===== src/rtl/controller_pkg.sv =====
// Shared constants for the multi-cycle controller: opcodes, ALU operations, FSM states and
// the latched instruction class.
package controller_pkg;

  localparam logic [6:0] OPCODE_R   = 7'b0110011;
  localparam logic [6:0] OPCODE_LD  = 7'b0000011;
  localparam logic [6:0] OPCODE_SD  = 7'b0100011;
  localparam logic [6:0] OPCODE_BEQ = 7'b1100011;

  localparam logic [1:0] ALUOP_ADD   = 2'b00;
  localparam logic [1:0] ALUOP_SUB   = 2'b01;
  localparam logic [1:0] ALUOP_FUNCT = 2'b10;

  typedef enum logic [2:0] {
    StFetch     = 3'd0,
    StDecode    = 3'd1,
    StExecute   = 3'd2,
    StMemory    = 3'd3,
    StWriteback = 3'd4,
    StHalt      = 3'd5
  } state_e;

  typedef enum logic [2:0] {
    ClsNop = 3'd0,
    ClsR   = 3'd1,
    ClsLd  = 3'd2,
    ClsSd  = 3'd3,
    ClsBeq = 3'd4
  } opcode_class_e;

endpackage


===== src/rtl/opcode_classifier.sv =====
// Combinational opcode-to-class decode; anything unrecognised maps to ClsNop.
module opcode_classifier
  import controller_pkg::*;
(
  input  logic [6:0]    opcode_i,
  output opcode_class_e class_o
);

  always_comb begin
    class_o = ClsNop;
    case (opcode_i)
      OPCODE_R:   class_o = ClsR;
      OPCODE_LD:  class_o = ClsLd;
      OPCODE_SD:  class_o = ClsSd;
      OPCODE_BEQ: class_o = ClsBeq;
      default:    class_o = ClsNop;
    endcase
  end

endmodule


===== src/rtl/multicycle_controller.sv =====
// Multi-cycle RISC-V control FSM (FETCH/DECODE/EXECUTE/MEMORY/WRITEBACK/HALT) with memory wait
// timeout and retired-instruction counter. Define ILLEGAL_OPCODE_TRAP_EN to fault on unknown
// opcodes instead of retiring them as NOPs.
module multicycle_controller
  import controller_pkg::*;
#(
  parameter int unsigned WAIT_LIMIT  = 15,
  parameter int unsigned COUNT_WIDTH = 16
) (
  input  logic                   clock,
  input  logic                   reset,
  input  logic [6:0]             opcode,
  input  logic                   zero,
  input  logic                   memoryReady,
  output logic                   instructionRead,
  output logic                   irWrite,
  output logic                   pcWrite,
  output logic                   pcSourceBranch,
  output logic                   ALUSrc,
  output logic [1:0]             ALUOp,
  output logic                   memoryRead,
  output logic                   memoryWrite,
  output logic                   memoryToRegister,
  output logic                   regWrite,
  output logic                   fault,
  output logic [COUNT_WIDTH-1:0] retiredCount
);

  localparam int unsigned WaitW = $clog2(WAIT_LIMIT + 1);
  localparam logic [WaitW-1:0] WaitLast = WaitW'(WAIT_LIMIT - 1);

  state_e                 state_q, state_d;
  opcode_class_e          class_q, class_d;
  opcode_class_e          dec_class;
  logic [WaitW-1:0]       wait_q, wait_d;
  logic                   fault_q, fault_d;
  logic [COUNT_WIDTH-1:0] retired_q, retired_d;
  logic                   retire;
  logic                   timeout;

  opcode_classifier u_classifier (
    .opcode_i (opcode),
    .class_o  (dec_class)
  );

  // This is the WAIT_LIMIT-th consecutive not-ready cycle; a ready in this cycle still succeeds.
  assign timeout = !memoryReady && (wait_q == WaitLast);

  always_comb begin
    state_d = state_q;
    class_d = class_q;
    wait_d  = '0;
    fault_d = fault_q;
    retire  = 1'b0;
    case (state_q)
      StFetch: begin
        if (memoryReady) begin
          state_d = StDecode;
        end else if (timeout) begin
          state_d = StHalt;
          fault_d = 1'b1;
        end else begin
          wait_d = wait_q + 1'b1;
        end
      end
      StDecode: begin
        class_d = dec_class;
        if (dec_class == ClsNop) begin
`ifdef ILLEGAL_OPCODE_TRAP_EN
          state_d = StHalt;
          fault_d = 1'b1;
`else
          state_d = StFetch;
          retire  = 1'b1;
`endif
        end else begin
          state_d = StExecute;
        end
      end
      StExecute: begin
        case (class_q)
          ClsR:        state_d = StWriteback;
          ClsLd, ClsSd: state_d = StMemory;
          default: begin
            state_d = StFetch;
            retire  = 1'b1;
          end
        endcase
      end
      StMemory: begin
        if (memoryReady) begin
          if (class_q == ClsLd) begin
            state_d = StWriteback;
          end else begin
            state_d = StFetch;
            retire  = 1'b1;
          end
        end else if (timeout) begin
          state_d = StHalt;
          fault_d = 1'b1;
        end else begin
          wait_d = wait_q + 1'b1;
        end
      end
      StWriteback: begin
        state_d = StFetch;
        retire  = 1'b1;
      end
      StHalt:  state_d = StHalt;
      default: state_d = StFetch;
    endcase
    retired_d = retired_q + COUNT_WIDTH'(retire);
  end

  always_ff @(posedge clock) begin
    if (reset) begin
      state_q   <= StFetch;
      class_q   <= ClsNop;
      wait_q    <= '0;
      fault_q   <= 1'b0;
      retired_q <= '0;
    end else begin
      state_q   <= state_d;
      class_q   <= class_d;
      wait_q    <= wait_d;
      fault_q   <= fault_d;
      retired_q <= retired_d;
    end
  end

  // Controls are decoded from state; reset overrides so no strobe leaks out of an aborted op.
  always_comb begin
    instructionRead  = 1'b0;
    irWrite          = 1'b0;
    pcWrite          = 1'b0;
    pcSourceBranch   = 1'b0;
    ALUSrc           = 1'b0;
    ALUOp            = ALUOP_ADD;
    memoryRead       = 1'b0;
    memoryWrite      = 1'b0;
    memoryToRegister = 1'b0;
    regWrite         = 1'b0;
    if (!reset) begin
      case (state_q)
        StFetch: begin
          instructionRead = !timeout;
          irWrite         = memoryReady;
          pcWrite         = memoryReady;
        end
        StExecute: begin
          case (class_q)
            ClsR: begin
              ALUOp = ALUOP_FUNCT;
            end
            ClsLd, ClsSd: begin
              ALUSrc = 1'b1;
            end
            ClsBeq: begin
              ALUOp          = ALUOP_SUB;
              pcSourceBranch = 1'b1;
              pcWrite        = zero;
            end
            default: ;
          endcase
        end
        StMemory: begin
          ALUSrc      = 1'b1;
          memoryRead  = (class_q == ClsLd) && !timeout;
          memoryWrite = (class_q == ClsSd) && !timeout;
        end
        StWriteback: begin
          regWrite         = 1'b1;
          memoryToRegister = (class_q == ClsLd);
        end
        default: ;
      endcase
    end
  end

  assign fault        = fault_q;
  assign retiredCount = retired_q;

endmodule


===== config.mk =====
export PLATFORM = sky130hd
export DESIGN_NAME = multicycle_controller
export DESIGN_NICKNAME = d
export VERILOG_FILES = /design/src/rtl/controller_pkg.sv /design/src/rtl/opcode_classifier.sv /design/src/rtl/multicycle_controller.sv
export SDC_FILE = /design/constraint.sdc
export NUM_CORES = 1
export LEC_CHECK = 0
export CORE_MARGIN = 2
export CORE_UTILIZATION = 52
export CTS_CLUSTER_SIZE = 28
export DETAILED_ROUTE_END_ITERATION = 6
export PLACE_DENSITY = 0.86
export SLEW_MARGIN = 0
export SYNTH_ARGS = -nofsm -noshare
export SYNTH_HDL_FRONTEND = slang
export SYNTH_HIERARCHICAL = 1
export SYNTH_SLANG_ARGS = --single-unit

===== constraint.sdc =====
create_clock -name clock -period 4.1 [get_ports clock]
set_input_delay 0.82 -clock clock [delete_from_list [all_inputs] [get_ports clock]]
set_output_delay 0.82 -clock clock [all_outputs]
set_load 0.005 [all_outputs]

* Word-level counts from Yosys, hierarchy flattened
Cells that the tools add are included.
** Word-level totals
- ROM bits :: 0
- Memory bits (writable) :: 0
- Register bits :: 27
- Logic and storage cells :: 72
- Bits of input ports :: 11
- Memories kept :: 0
- Latch bits :: 0
** Operators by class
- Shifts and indexed selects :: 0
- Order comparisons :: 0
- Mux-type cells :: 37
- Equality and inequality tests :: 14
- Bitwise gates (word level) :: 2
- Divide/modulo/power cells :: 0
- $add $sub $neg :: 2
- $mul :: 0
- Reduce and logical (&&, ||, !) cells :: 12
** Operators with widths (count)
- 2-to-1 mux 1 bit :: 23
- adder 16 x 1 -> 16 bit :: 1
- one-hot mux 3 bit (5 select lines) :: 1
- equality test 7 x 6 -> 1 bit, second input constant :: 2
- equality test 3 x 2 -> 1 bit, second input constant :: 4
- 2-to-1 mux 3 bit :: 4
- one-hot mux 3 bit (4 select lines) :: 1
- equality test 3 bit, second input constant :: 3
- equality test 7 x 2 -> 1 bit, second input constant :: 1
- equality test 7 bit, second input constant :: 1
- equality test 3 x 1 -> 1 bit, second input constant :: 2
- zero test 3 bit :: 2
- 2-to-1 mux 2 bit :: 3
- one-hot mux 3 bit (2 select lines) :: 1
- adder 4 x 1 -> 4 bit, second input constant :: 1
- equality test 4 bit, second input constant :: 1
- one-hot mux 1 bit (2 select lines) :: 2
- one-hot mux 1 bit (4 select lines) :: 1
- one-hot mux 2 bit (2 select lines) :: 1
- OR reduction 2 bit :: 2
- OR reduction 4 bit :: 1
- logical AND 1 bit :: 3
- AND reduction 3 bit :: 1
- OR reduction 3 bit :: 1
- other kinds (2) :: 4

* Logic depth before layout (Yosys ltp)
Gate-level depths: netlist (run 1).
- Depth after elaboration :: 6
- Depth in mapped cells :: 10
- Gate-level depth less buffers :: 10

* Hierarchy
The synthesis (run 1) kept the hierarchy.
** By module, submodules not included
- multicycle_controller :: cells each 176, times used 1, area each 1478.9 um2
- opcode_classifier :: cells each 5, times used 1, area each 58.8 um2

* Least setup slack after synthesis (run 1)
OpenSTA, ideal clock, no wires.
- Kind :: in2reg
- From :: input opcode[2]
- To :: register retired_q[8], in the netlist retiredCount[8]
- Path slack :: 1.185 ns
- Data arrival time :: 2.845 ns
- Setup time :: 0.070 ns
- Stages :: 10
- Cell sequence :: nand4bb_4 > nor3_2 > or3_1 > o211ai_1 > o311a_1 > ha_1 > ha_1 > nand2_1 > or4_1 > a21oi_1
** On the way
- Cells in the longest elaborated chain, start to end :: 6
** RTL lines
- from (decl) :: RTL line multicycle_controller.sv:12 : input logic [6:0] opcode,
- equality test 7 bit, or another cell as far along :: RTL line opcode_classifier.sv:11 : case (opcode_i)
- one-hot mux 3 bit (4 select lines) (*) :: RTL line opcode_classifier.sv:11
- via dec_class[2] :: RTL line multicycle_controller.sv:34 : opcode_class_e dec_class;
- zero test 3 bit (*) :: RTL line multicycle_controller.sv:68 : if (dec_class == ClsNop) begin
- 2-to-1 mux 1 bit (*) :: RTL line multicycle_controller.sv:68
- one-hot mux 1 bit (4 select lines) (*) :: RTL line multicycle_controller.sv:55 : case (state_q)
- adder 16 x 1 -> 16 bit (*) :: RTL line multicycle_controller.sv:112 : retired_d = retired_q + COUNT_WIDTH'(retire);
- to (signal assigned) :: RTL line multicycle_controller.sv:127 : retired_q <= retired_d;
- to (decl) :: RTL line multicycle_controller.sv:37 : logic [COUNT_WIDTH-1:0] retired_q, retired_d;
Mark *: on every way through the listed nets, which the timed path passes. The rest lies on a longest branch.
A chain may end at the register's enable or synchronous reset.

* Worst setup path after layout (run 1)
- From :: input reset
- To :: output memoryWrite
** On the way
- Cells in the longest elaborated chain, start to end :: 1
** RTL lines
- from (decl) :: RTL line multicycle_controller.sv:11 : input logic reset,
- 2-to-1 mux 1 bit :: RTL line multicycle_controller.sv:143 : if (!reset) begin
- to (decl) :: RTL line multicycle_controller.sv:22 : output logic memoryWrite,
No other way between the ends.

==> flow_metrics.env, run 1 <==
export IMPL_cts_sink_count=27
export IMPL_synthesis_area_sq_um=1540
export IMPL_pin_count=39
export IMPL_reg2reg_depth=8
export IMPL_post_synth_xor_area_fraction_pct=3.99
export IMPL_syn_inst=181
export IMPL_whs_path_depth=1
export IMPL_tritoncts="built"
export IMPL_die_area_sq_um=3410
export IMPL_dp_final_hpwl_um=2610
export IMPL_yosysWarningCount=6
export IMPL_synth_seq_cells=27
export IMPL_finalCriticalPeriod_ns=3.62
export IMPL_timing_critical_path_mode_cell="sky130_fd_sc_hd__clkdlybuf4s50_1"
export IMPL_finish_cell_count_without_fillers=245
export IMPL_synth_top_family_by_area="simple AND/OR/NAND/NOR gates"
export IMPL_worst_slew_margin_rel_pct=60.2
export IMPL_cap_viol_max_count=0
export IMPL_ys_flop_type="sky130_fd_sc_hd__dfxtp_1"
export IMPL_status="finished, final reports clean"
export IMPL_fmaxAchievable_mhz=276
export IMPL_die_h_um=58.4
export IMPL_synth_lib_cells_used_distinct=47
export IMPL_post_synth_cell_area_avg_sq_um=8.50
export IMPL_grt_max_degree=23
export IMPL_grt_pass1_wl_um=5980
export IMPL_finalWirelength_um=3640
export IMPL_power_leakage_nw=0.650
export IMPL_cts_root_buf="sky130_fd_sc_hd__clkbuf_4"
export IMPL_timing_clock_skew_ns=0.00976
export IMPL_hold_viol=0
export IMPL_placed_area_sq_um=1910
export IMPL_wl_per_cell_um=14.9
export IMPL_drt_first_iter_violations=49
export IMPL_launching_point_of_the_worst_reg2reg_path="state_q[0]"
export IMPL_post_synth_mux_area_share_pct=3.66
export IMPL_rsz0062_at_grt="no"
export IMPL_path_clk_slew_ns=0.15
export IMPL_die_width_um=58.4
export IMPL_worstPathMaxFanout=11
export IMPL_gp_routability_congestion=0.792
export IMPL_timing_final_crit_share_pct=88.4
export IMPL_grtUsageTotal_pct=22.0
export IMPL_worstSetupPathDepth=5
export IMPL_drt_pre_antenna_iters=4
export IMPL_clk_insertion_delay_late_ns=0.33
export IMPL_ys_seq_area_share_pct=35.2
export IMPL_initial_utilization_pct=55.3
export IMPL_cts_setup_buffers=0
export IMPL_postRouteAntennaNets=0
export IMPL_cellPowerDensity_nw_per_um2=233
export IMPL_path_buf_inv=2
export IMPL_worst_setup_path_startpoint="reset"
export IMPL_final_cell_area_sq_um=1940
export IMPL_share_of_layout_cells_above_drive_strength_1_pct=8.88
export IMPL_synthArstFlopShare_pct=0
export IMPL_first_global_vias=1366
export IMPL_setup_tns_ns=0
export IMPL_data_arrival_time_at_the_worst_slack_endpoint_ns=2.80
export IMPL_critPathKind="in -> out"
export IMPL_floorplan_rows=19
export IMPL_core_area_sq_um=2780
export IMPL_hold_path_startpoint="wait_q[0]"
export IMPL_path_cells="clkdlybuf4s50_1 > nor2_1 > nand2_1 > nor4b_1 > clkdlybuf4s50_1"
export IMPL_final_fill_count=238
export IMPL_post_synthesis_compound_gate_area_fraction_pct=13.3
export IMPL_worstPathRequired_ns=3.28
export IMPL_hold_buffers=0
export IMPL_peakVddDrop_v=0.000210
export IMPL_cts_max_path_buffers=2
export IMPL_vias=1479
export IMPL_max_slew_worst_pin_slew_ns=0.596
export IMPL_max_stage_delay_ns=0.60
export IMPL_timing_critical_path_from_type="primary input"
export IMPL_numCtsBuffers=3
export IMPL_avg_vias_per_cell=6.04
export IMPL_global_route_overflow_total=0
export IMPL_worst_hold_path_type="reg -> reg"
export IMPL_synthSimpleGateAreaFrac_pct=35.7
export IMPL_drc_errors=0
export IMPL_port_buffer_count=38
export IMPL_finalSetupViolCount=0
export IMPL_n_antenna_cell=0
export IMPL_numPlacedInstances=241
export IMPL_synth_adder_area_share_pct=3.25
export IMPL_cp_slowest_cell="sky130_fd_sc_hd__clkdlybuf4s50_1"
export IMPL_flow_area_growth_from_synthesis_pct=26.2
export IMPL_critical_path_top_delay_family="buffers and inverters"
export IMPL_synth_edf_count=0
export IMPL_cts_htree_levels=1
export IMPL_synthesis_nets=196
export IMPL_post_cts_resize_count=0
export IMPL_timing_max_transition_violations_final=0
export IMPL_initial_antenna_violation_count=0
export IMPL_endpoint_type_of_the_worst_setup_path="output pin"
export IMPL_num_nets_final=230
## registers in the layout (all words and copies together) (netlist names)
register,flops
retiredCount,16
wait_q,4
state_q,3
fault,1
class_q,3
## power by group
part            total, W  internal, W  switching [W]
clock           0.000122    0.0000374      0.0000847
combinational  0.0000541    0.0000302      0.0000239
sequential      0.000277     0.000267     0.00000924
total           0.000453     0.000335       0.000118
## synth_stat cells (5+ instances only)
cell | n | share of area (%)
sky130_fd_sc_hd__buf_2 | 7 | 2.3
sky130_fd_sc_hd__nor4_1 | 7 | 2.8
sky130_fd_sc_hd__o21ai_0 | 7 | 2.3
sky130_fd_sc_hd__nor2_1 | 20 | 4.9
sky130_fd_sc_hd__nand2_1 | 12 | 2.9
sky130_fd_sc_hd__a21oi_1 | 13 | 4.2
sky130_fd_sc_hd__dfxtp_1 | 27 | 35
sky130_fd_sc_hd__nand3_1 | 5 | 1.6
sky130_fd_sc_hd__inv_1 | 6 | 1.5
sky130_fd_sc_hd__nor2b_1 | 8 | 3.3
## final timing paths
check,end,slack [ns]
worst max-delay path,memoryWrite,0.48
worst min-delay path,wait_q[0],0.49
worst max register to register,retiredCount[8],1.51
worst min register to register,wait_q[0],0.49
## placed cells by master (no fill, tap or decap), types with 2 or more instances in the layout
cell type | netlist | routed
sky130_fd_sc_hd__nand2b_1 | 3 | 3
sky130_fd_sc_hd__o21ai_0 | 7 | 7
sky130_fd_sc_hd__nand3_1 | 5 | 5
sky130_fd_sc_hd__nor3_1 | 2 | 2
sky130_fd_sc_hd__clkdlybuf4s50_1 | 0 | 38
sky130_fd_sc_hd__mux2_2 | 4 | 4
sky130_fd_sc_hd__or3_1 | 4 | 4
sky130_fd_sc_hd__nand2_1 | 12 | 12
sky130_fd_sc_hd__nor2b_1 | 8 | 8
sky130_fd_sc_hd__nand4_1 | 2 | 2
sky130_fd_sc_hd__xnor2_1 | 3 | 3
sky130_fd_sc_hd__a31oi_1 | 4 | 4
sky130_fd_sc_hd__o31ai_1 | 4 | 4
sky130_fd_sc_hd__nand3_2 | 2 | 2
sky130_fd_sc_hd__nor4b_1 | 3 | 3
sky130_fd_sc_hd__nor4_1 | 7 | 7
sky130_fd_sc_hd__or4_1 | 4 | 4
sky130_fd_sc_hd__a21oi_1 | 13 | 13
sky130_fd_sc_hd__clkbuf_4 | 0 | 3
sky130_fd_sc_hd__nor2_1 | 20 | 20
sky130_fd_sc_hd__inv_1 | 6 | 6
sky130_fd_sc_hd__nor3b_1 | 2 | 2
sky130_fd_sc_hd__dfxtp_1 | 27 | 27
sky130_fd_sc_hd__xor2_1 | 4 | 4
sky130_fd_sc_hd__ha_1 | 4 | 4
## area by class of cell
cell class | instances | area, sq um | share of cell area, %
multi-input cells | 138 | 921 | 47.5
flip-flops and latches | 27 | 541 | 27.9
repair buffers | 39 | 388 | 20.0
well taps | 31 | 38.8 | 2.00
clock buffers | 3 | 22.5 | 1.16
inverters | 6 | 22.5 | 1.16
clock inverters | 1 | 7.51 | 0.387
## worst reg2reg max path: stages (launching register included)
cell and delay, ns:
sky130_fd_sc_hd__dfxtp_1 0.73, sky130_fd_sc_hd__nand2b_1 0.24, sky130_fd_sc_hd__nor2_1 0.14, sky130_fd_sc_hd__o311a_1 0.15
sky130_fd_sc_hd__ha_1 0.19, sky130_fd_sc_hd__ha_1 0.22, sky130_fd_sc_hd__nand2_1 0.19, sky130_fd_sc_hd__or4_1 0.52
sky130_fd_sc_hd__a21oi_1 0.16
## routing by layer
layer | global-route usage (%) | part of all wire, %
met5 | 0 | 0
met3 | 2.20 | 4.7
met4 | 5.32 | 1.4
met1 | 29.9 | 45
met2 | 37.4 | 49
## through the flow
stage / utilization, % / total power [W] / hold slack, ns / setup WS, ns
final: 69.8 / 0.000453 / 0.488 / 0.476
after global routing: 69.8 / 0.000471 / 0.503 / 0.439
after CTS: 69.8 / 0.000452 / 0.486 / 0.515
after detailed placement: 68.7 / 0.000336 / 0.454 / 0.474
after global placement: 68.7 / 0.000333 / 0.438 / 0.595
after floorplan: - / 0.000310 / 0.430 / 1.19
## kinds of logic (layout without fill, tap and decap cells)
kind of cell / count (synthesis) / count (layout)
buffers and inverters: 16 / 49
flip-flops: 27 / 27
AO/OA/AOI/OAI: 34 / 34
multiplexers: 5 / 5
XOR/XNOR: 7 / 7
AND/OR/NAND/NOR: 88 / 88
adder cells (fa/ha/maj): 4 / 4
Power figures use the tool's default switching activity.
==> run 2, diff against run 1 <==
CORE_MARGIN = default   (was 2)
==> flow_metrics.env, run 2 (synthesis gave the netlist of run 1 again) <==
export IMPL_worstPathMaxFanout=10
export IMPL_timing_reg2reg_setup_slack_ns=1.51
export IMPL_crit_end="memoryWrite"
export IMPL_launching_point_of_the_worst_reg2reg_path="state_q[0]"
export IMPL_tritoncts="built"
export IMPL_place_ws_ns=0.464
export IMPL_reg2reg_depth=8
export IMPL_reg2reg_end="retiredCount[8]"
export IMPL_grt_max_degree=24
export IMPL_final_common_cell="sky130_fd_sc_hd__clkdlybuf4s50_1"
export IMPL_cts_sink_count=27
export IMPL_wl_per_cell_um=14.4
export IMPL_vias=1455
export IMPL_largest_register_ffs=16
export IMPL_critPathKind="in -> out"
export IMPL_core_area_sq_um=2780
export IMPL_status="finished, final reports clean"
export IMPL_hold_buffers=0
export IMPL_finalWirelength_um=3520
export IMPL_layout_core_utilization_pct=69.8
export IMPL_cts_htree_levels=1
export IMPL_initial_antenna_violation_count=0
export IMPL_drt_first_iter_violations=51
export IMPL_setup_tns_ns=0
export IMPL_clk_insertion_delay_late_ns=0.34
export IMPL_pin_count=39
export IMPL_die_area_sq_um=3180
export IMPL_most_common_layout_cells="sky130_fd_sc_hd__clkdlybuf4s50_1, sky130_fd_sc_hd__dfxtp_1, sky130_fd_sc_hd__nor2_1, sky130_fd_sc_hd__a21oi_1, sky130_fd_sc_hd__nand2_1"
export IMPL_finalSetupViolCount=0
export IMPL_timing_critical_path_from_type="primary input"
export IMPL_endpoint_type_of_the_worst_setup_path="output pin"
export IMPL_initial_utilization_pct=55.3
export IMPL_drc_errors=0
export IMPL_worstPathRequired_ns=3.28
export IMPL_num_nets_final=230
export IMPL_cts_max_path_buffers=2
export IMPL_die_width_um=56.4
export IMPL_port_buffer_count=38
export IMPL_avg_vias_per_cell=5.94
export IMPL_finalCriticalPeriod_ns=3.50
export IMPL_cap_viol_max_count=0
export IMPL_fmaxAchievable_mhz=286
export IMPL_cts_setup_buffers=0
export IMPL_cts_root_buf="sky130_fd_sc_hd__clkbuf_4"
export IMPL_data_arrival_time_at_the_worst_slack_endpoint_ns=2.68
export IMPL_floorplan_rows=19
export IMPL_dp_final_hpwl_um=2490
export IMPL_gp_routability_congestion=0.777
export IMPL_worst_hold_path_type="reg -> reg"
export IMPL_first_global_vias=1270
export IMPL_holdWs_ns=0.482
export IMPL_worst_slew_margin_rel_pct=60.9
export IMPL_postRouteAntennaNets=0
export IMPL_path_clk_slew_ns=0.15
export IMPL_drt_pre_antenna_iters=4
export IMPL_timing_max_transition_violations_final=0
export IMPL_global_route_overflow_total=0
export IMPL_post_cts_resize_count=0
export IMPL_share_of_layout_cells_above_drive_strength_1_pct=8.88
export IMPL_timing_clock_skew_ns=0.00907
export IMPL_cellPowerDensity_nw_per_um2=233
export IMPL_totalPowerFinal_w=0.000453
export IMPL_numCtsBuffers=3
export IMPL_grtUsageTotal_pct=22.0
export IMPL_timing_final_crit_share_pct=85.4
export IMPL_worst_setup_path_startpoint="reset"
export IMPL_n_antenna_cell=0
export IMPL_hold_viol=0
export IMPL_peakVddDrop_v=0.000177
export IMPL_rsz0062_at_grt="no"
export IMPL_power_leakage_nw=0.650
export IMPL_postLayoutSetupSlackWorst_ns=0.598
export IMPL_max_slew_worst_pin_slew_ns=0.586
export IMPL_grt_pass1_wl_um=5510
export IMPL_flow_area_growth_from_synthesis_pct=26.2
export IMPL_die_h_um=56.4
## run 2: cell counts in the layout (fill, tap and decap cells not counted)
Identical to the previous run, type by type.
## run 2: area by class of cell
type,instances,area (sq um)
Fill cell,228,841
Sequential cell,27,541
Clock buffer,3,22.5
Multi-Input combinational cell,138,921
Clock inverter,1,7.51
Timing Repair Buffer,39,388
Tap cell,31,38.8
Inverter,6,22.5
## run 2: through the flow
stage | area, sq um | instances
4_1_cts | 1940 | 245
5_1_grt | 1940 | 245
3_5_place_dp | 1910 | 241
3_3_place_gp | 1910 | 241
2_1_floorplan | 1540 | 181
6_report | 1940 | 245
## run 2: power breakdown
group | internal, W | switching, W
clock network | 0.0000375 | 0.0000851
registers | 0.000267 | 0.00000901
logic | 0.0000302 | 0.0000237
## run 2: worst max-delay path: stages
cell                              delay, ns
sky130_fd_sc_hd__clkdlybuf4s50_1       0.59
sky130_fd_sc_hd__nor2_1                0.26
sky130_fd_sc_hd__nand2_1               0.14
sky130_fd_sc_hd__nor4b_1               0.31
sky130_fd_sc_hd__clkdlybuf4s50_1       0.55
## run 2: worst min path at each step
stage	startpoint	to	slack (ns)	cells after the start
after floorplan	wait_q[0]	wait_q[0]	0.43	1
after global placement	wait_q[0]	wait_q[0]	0.45	1
after detailed placement	wait_q[0]	wait_q[0]	0.45	1
after CTS	wait_q[0]	wait_q[0]	0.49	1
after global routing	wait_q[0]	wait_q[0]	0.53	1
final	wait_q[0]	wait_q[0]	0.48	1
## run 2: per-layer routing
metal,global-route usage [%],share of wire [%]
met1,27.7,46
met3,2.07,2.5
met5,0,0
met2,37.2,50
met4,11.5,2.4
